$ cat config.mk
export PLATFORM = sky130hd
export DESIGN_NAME = mem_bus_arbiter
export DESIGN_NICKNAME = d
export VERILOG_FILES = /design/src/rtl/sm83_pkg.sv /design/src/rtl/oam_dma_engine.sv /design/src/rtl/mem_bus_arbiter.sv
export SDC_FILE = /design/constraint.sdc
export NUM_CORES = 1
export LEC_CHECK = 0
export CAP_MARGIN = 20
export CORE_MARGIN = 4
export CORE_UTILIZATION = 25
export DETAILED_ROUTE_END_ITERATION = 6
export PLACE_DENSITY = 0.51
export SLEW_MARGIN = 10
export SYNTH_ARGS = -nofsm -noshare
export SYNTH_HDL_FRONTEND = slang
export SYNTH_SLANG_ARGS = --single-unit
$ cat constraint.sdc
create_clock -name clk -period 3.85 [get_ports clk]
set_input_delay 0.385 -clock clk [delete_from_list [all_inputs] [get_ports clk]]
set_output_delay 0.385 -clock clk [all_outputs]
set_load 0.05 [all_outputs]
$ cat src/rtl/sm83_pkg.sv
// Shared SM83 bus definitions: OAM DMA state encoding and fixed address map points.
package sm83_pkg;

    typedef enum logic [1:0] {
        DMA_IDLE,
        DMA_START,
        DMA_XFER,
        DMA_FLUSH
    } dma_state_t;

    localparam logic [15:0] ADDR_DMA_REG   = 16'hFF46;
    localparam logic [15:0] HI_REGION_BASE = 16'hFF00;
    localparam logic [15:0] OAM_BASE       = 16'hFE00;

    function automatic logic is_hi_region(input logic [15:0] addr);
        return addr >= HI_REGION_BASE;
    endfunction

endpackage

$ cat src/rtl/oam_dma_engine.sv
// OAM DMA engine: FF46 register, transfer FSM, index counter and the one-deep
// registered OAM write pipeline.
module oam_dma_engine
    import sm83_pkg::*;
#(
    parameter int OAM_LEN     = 160,
    parameter int START_DELAY = 1,
    parameter int ECHO_FOLD   = 1
) (
    input  logic        clk,
    input  logic        rst,
    input  logic        reg_wr,
    input  logic [7:0]  reg_wdata,
    input  logic [7:0]  bus_rdata,
    output logic [7:0]  dma_reg,
    output logic        rd_en,
    output logic [15:0] rd_addr,
    output logic        active,
    output logic [7:0]  oam_addr,
    output logic        oam_we,
    output logic [7:0]  oam_wdata
);

    localparam logic [7:0] LAST_IDX = 8'(OAM_LEN - 1);
    localparam logic [7:0] LAST_DLY = 8'(START_DELAY - 1);

    dma_state_t state_reg, state_next;
    logic [7:0] idx_reg, idx_next;
    logic [7:0] dly_reg, dly_next;
    logic [7:0] dma_val_reg;
    logic       wr_valid_reg;
    logic [7:0] wr_addr_reg;
    logic [7:0] wr_data_reg;
    logic [7:0] src_hi;

    // Echo RAM (E000-FFFF) mirrors C000-DFFF, so DMA sources there read the mirror.
    generate
        if (ECHO_FOLD != 0) begin : g_fold
            assign src_hi = (dma_val_reg >= 8'hE0) ? (dma_val_reg - 8'h20) : dma_val_reg;
        end else begin : g_nofold
            assign src_hi = dma_val_reg;
        end
    endgenerate

    always_comb begin
        state_next = state_reg;
        idx_next   = idx_reg;
        dly_next   = dly_reg;
        rd_en      = 1'b0;
        case (state_reg)
            DMA_IDLE: begin
            end
            DMA_START: begin
                if (dly_reg == LAST_DLY) begin
                    state_next = DMA_XFER;
                    idx_next   = 8'd0;
                end else begin
                    dly_next = dly_reg + 8'd1;
                end
            end
            DMA_XFER: begin
                rd_en = 1'b1;
                if (idx_reg == LAST_IDX) begin
                    state_next = DMA_FLUSH;
                end else begin
                    idx_next = idx_reg + 8'd1;
                end
            end
            DMA_FLUSH: begin
                state_next = DMA_IDLE;
            end
            default: state_next = DMA_IDLE;
        endcase
        // A register write restarts from any state; the read issued this cycle still lands.
        if (reg_wr) begin
            state_next = (START_DELAY == 0) ? DMA_XFER : DMA_START;
            idx_next   = 8'd0;
            dly_next   = 8'd0;
        end
    end

    always_ff @(posedge clk) begin
        if (rst) begin
            state_reg    <= DMA_IDLE;
            idx_reg      <= 8'd0;
            dly_reg      <= 8'd0;
            dma_val_reg  <= 8'hFF;
            wr_valid_reg <= 1'b0;
            wr_addr_reg  <= 8'd0;
            wr_data_reg  <= 8'd0;
        end else begin
            state_reg    <= state_next;
            idx_reg      <= idx_next;
            dly_reg      <= dly_next;
            wr_valid_reg <= rd_en;
            if (reg_wr) begin
                dma_val_reg <= reg_wdata;
            end
            if (rd_en) begin
                wr_addr_reg <= idx_reg;
                wr_data_reg <= bus_rdata;
            end
        end
    end

    assign dma_reg   = dma_val_reg;
    assign rd_addr   = {src_hi, idx_reg};
    assign active    = (state_reg == DMA_XFER) || (state_reg == DMA_FLUSH);
    assign oam_addr  = wr_addr_reg;
    assign oam_wdata = wr_data_reg;
    assign oam_we    = wr_valid_reg & ~rst;

endmodule

$ cat src/rtl/mem_bus_arbiter.sv
// SM83 external bus owner: decodes CPU accesses into main bus / high region / FF46
// and hands the main bus to the OAM DMA engine while a transfer is running.
module mem_bus_arbiter
    import sm83_pkg::*;
#(
    parameter int OAM_LEN     = 160,
    parameter int START_DELAY = 1,
    parameter int ECHO_FOLD   = 1
) (
    input  logic        clk,
    input  logic        rst,
    input  logic [15:0] cpu_addr,
    input  logic        cpu_rd,
    input  logic        cpu_wr,
    input  logic [7:0]  cpu_wdata,
    output logic [7:0]  cpu_rdata,
    output logic [15:0] bus_addr,
    output logic        bus_rd,
    output logic        bus_wr,
    output logic [7:0]  bus_wdata,
    input  logic [7:0]  bus_rdata,
    output logic [7:0]  hi_addr,
    output logic        hi_rd,
    output logic        hi_wr,
    output logic [7:0]  hi_wdata,
    input  logic [7:0]  hi_rdata,
    output logic [7:0]  oam_addr,
    output logic        oam_we,
    output logic [7:0]  oam_wdata,
    output logic        dma_active
);

    logic        sel_dma_reg;
    logic        sel_hi;
    logic        sel_main;
    logic        dma_reg_wr;
    logic [7:0]  dma_reg;
    logic        dma_rd_en;
    logic [15:0] dma_rd_addr;

    assign sel_dma_reg = (cpu_addr == ADDR_DMA_REG);
    assign sel_hi      = is_hi_region(cpu_addr) && !sel_dma_reg;
    assign sel_main    = !is_hi_region(cpu_addr);
    assign dma_reg_wr  = cpu_wr && sel_dma_reg && !rst;

    oam_dma_engine #(
        .OAM_LEN     (OAM_LEN),
        .START_DELAY (START_DELAY),
        .ECHO_FOLD   (ECHO_FOLD)
    ) u_dma (
        .clk       (clk),
        .rst       (rst),
        .reg_wr    (dma_reg_wr),
        .reg_wdata (cpu_wdata),
        .bus_rdata (bus_rdata),
        .dma_reg   (dma_reg),
        .rd_en     (dma_rd_en),
        .rd_addr   (dma_rd_addr),
        .active    (dma_active),
        .oam_addr  (oam_addr),
        .oam_we    (oam_we),
        .oam_wdata (oam_wdata)
    );

    always_comb begin
        bus_addr  = 16'h0000;
        bus_rd    = 1'b0;
        bus_wr    = 1'b0;
        bus_wdata = 8'h00;
        if (dma_active) begin
            // FLUSH leaves the bus undriven; only XFER asserts a read.
            bus_addr = dma_rd_en ? dma_rd_addr : 16'h0000;
            bus_rd   = dma_rd_en && !rst;
        end else if (sel_main) begin
            bus_addr  = cpu_addr;
            bus_rd    = cpu_rd && !rst;
            bus_wr    = cpu_wr && !rst;
            bus_wdata = cpu_wdata;
        end
    end

    assign hi_addr  = cpu_addr[7:0];
    assign hi_rd    = cpu_rd && sel_hi && !rst;
    assign hi_wr    = cpu_wr && sel_hi && !rst;
    assign hi_wdata = cpu_wdata;

    always_comb begin
        cpu_rdata = 8'hFF;
        if (sel_dma_reg) begin
            cpu_rdata = dma_reg;
        end else if (sel_hi) begin
            cpu_rdata = hi_rdata;
        end else if (!dma_active) begin
            cpu_rdata = bus_rdata;
        end
    end

endmodule

==> metrics.md <==
| Metric | Value |
|---|---|
| Post-CTS Setup Inserts | `0` |
| H-tree levels | `2` |
| DR WL/cell | `between 15 and 20 um` |
| Total GRT Usage | `13.6%` |
| Achievable frequency | `approximately 300 MHz` |
| Area Overhead vs Synth | `48.8%` |
| CTS Hold Buffers Added | `0` |
| Worst skew pair latency | `0.30 ns` |
| Global placement routability congestion | `0.820` |
| CP Launch Type | `input pin` |
| Status | `completed` |
| Antenna violations before repair | `0` |
| Post-synthesis sequential area ratio | `33.0%` |
| # setup viols final | `0` |
| Maxcap violations | `0` |
| Synth async-reset ratio | `0%` |
| Area of the multi-input gates | `1520 um2` |
| Fin cells | `547` |
| Fin crit share | `about 87%` |
| Worst EP required | `3.46 ns` |
| Input/output buffers | `about 110` |
| Layout cells sized above 1 | `under 10%` |
| Core ar. | `between 10000 and 15000 um2` |
| Post-Route WL | `8.49 mm` |
| Worst min-delay path startpoint | `u_dma.oam_addr[6]` |
| Crit. End Element | `output pin` |
| Setup TNS | `0 ns` |
| Clk sinks | `43` |
| Final Power | `1.06 mW` |
| Top FF cell, synth | `dfxtp_1` |
| Site Rows | `37` |
| Ant diodes | `0` |
| First-pass GRT wire length | `12.8 mm` |
| Top cell type's share of synthesized area | `33.0%` |
| Critical path class | `input pin to output pin` |
| Crit path launch | `cpu_addr[14]` |
| Worst Path Max Fanout | `16` |
| Synthesis warning total | `0` |
| CTS max path bufs | `2` |
| # DRC | `0` |
| Worst hold slack | `0.479 ns` |
| Num CTS Buffers | `5` |
| Post-synthesis net count | `370` |
| I/O pin total | `114` |
| Cells after Synth | `between 300 and 400` |
| #FFs+latches synth | `43` |
| Post-layout minimum cycle time | `3.34 ns` |
| Critical Path AT | `2.96 ns` |
| Root Buffer | `clkbuf_8` |
| Placed cell count | `539` |
| Layout Nets | `around 460` |
| Pwr Density | `274 nW/um2` |
| Peak supply drop | `about 0.14 mV` |
| RSZ-0062 raised after global routing | `no` |
| R2R Path Start | `u_dma.state_reg[1]` |
| Synthesized area | `between 2000 and 3000 um2` |
| Overflow after GRT | `0` |
| CTS tree | `built` |
| Die area | `12100 um2` |
| Routed vias | `around 2700` |
| DR iter-0 viols | `116` |
| FILL cells | `1042` |
| Post-Syn Area per Cell | `8.20 um2` |
| Max-slew violations | `0` |
| 1st-pass router iterations | `4` |
| Register area | `between 800 and 900 um2` |
| Synth cell count leaders | `dfxtp_1 (43), nand2_1 (29), nor2_1 (26)` |
| Die H | `110 um` |
| Largest net degree at the start of global routing | `46` |
| HP Class | `flip-flop to flip-flop` |
| Pleak | `1.42 nW` |
| Number of global-route vias before repair | `2522` |
| Relative slew slack | `48.3%` |
| Clock Pin Slew Worst Setup and Hold Paths | `0.09 ns` |
| Synth top area cells | `dfxtp_1 (33%), mux2i_1 (5.4%), buf_4 (4.9%)` |
| Antenna-violating nets left | `0` |
| Slew of the pin with the lowest slew margin | `roughly 0.78 ns` |
| Final Hold Fails | `0` |
| Fin Clk Skew | `0.00841 ns` |
| Synth cell types | `48` |
| Synth area leader | `dfxtp_1` |
| HPWL after DPL | `between 6 and 7 mm` |
| Initial Utilization | `25.5%` |
| Routed vias/inst | `between 4 and 5` |
| Post-synth EDFFs | `0` |
| PostCTS Resize Cnt | `0` |
| Most common cell in the netlist | `dfxtp_1` |
| Die W | `approximately 110 um` |
[placed cells by master, fill, tap and decap left out, types with 4 or more instances in the layout]
cell and n:
clkbuf_8 6, dfxtp_1 43, xor2_1 4, ha_1 7, mux2i_1 14, o21ai_0 17, nor3_1 10, inv_1 7
nor2_1 26, a22o_1 10, nand2_1 29, clkdlybuf4s50_1 113, nand3_1 20, a31oi_1 9, buf_4 6, and2_1 10
nand2b_1 4, nand4_1 14, a21oi_1 13
[critical path, cell delays in order]
cell and delay, ns:
clkdlybuf4s50_1 0.48, and4_1 0.29, and2_1 0.48, buf_4 0.27
nor3_1 0.06, a31oi_1 0.14, clkdlybuf4s50_1 0.85
[report_power, final]
part           internal, mW  switching [mW]
logic                0.0992           0.151
clock network         0.210           0.158
registers             0.444      0.00000249
total                 0.753           0.309
[path summary, 6_finish.rpt]
| kind | to | cells past startpoint | slack (ns) |
|---|---|---|---|
| hold / removal | u_dma.oam_addr[6] | 2 | 0.48 |
| setup / recovery | cpu_rdata[4] | 7 | 0.51 |
| hold reg to reg | u_dma.oam_addr[6] | 2 | 0.48 |
| setup reg to reg | u_dma.idx_reg[4] | 6 | 1.27 |
[per-layer routing]
layer | up-vias | GRT usage (%) | wire length, um
met5 | - | 0 | 0
li1 | 1323 | - | -
met3 | 9 | 3.09 | 605
met4 | 0 | 5.01 | 129
met1 | 1249 | 18.6 | 3850
met2 | 94 | 20.7 | 3910
[cells by family after synthesis]
family | share of synthesized area [%]
AO/OA/AOI/OAI | 16.9
XOR/XNOR | 2.35
adder cells (fa/ha/maj) | 3.84
buffers and inverters | 8.87
flip-flops | 33.0
multiplexers | 5.37
AND/OR/NAND/NOR | 29.7
[metrics by stage]
stage	instance area [um2]	utilization [%]	setup slack (ns)
3_5_place_dp	3760	36.8	0.518
2_1_floorplan	2610	-	0.830
6_report	3880	37.9	0.507
3_3_place_gp	3760	36.8	0.511
5_1_grt	3880	37.9	0.371
4_1_cts	3880	37.9	0.515
[cell type report]
| cell class | count | area share (%) |
|---|---|---|
| timing repair buffer | 119 | 30.3 |
| clock buffer | 6 | 2.13 |
| inverter | 9 | 0.870 |
| clock inverter | 2 | 0.903 |
| multi-input combinational | 232 | 39.2 |
| tap | 136 | 4.38 |
| sequential | 43 | 22.2 |
Power figures use the tool's default switching activity.
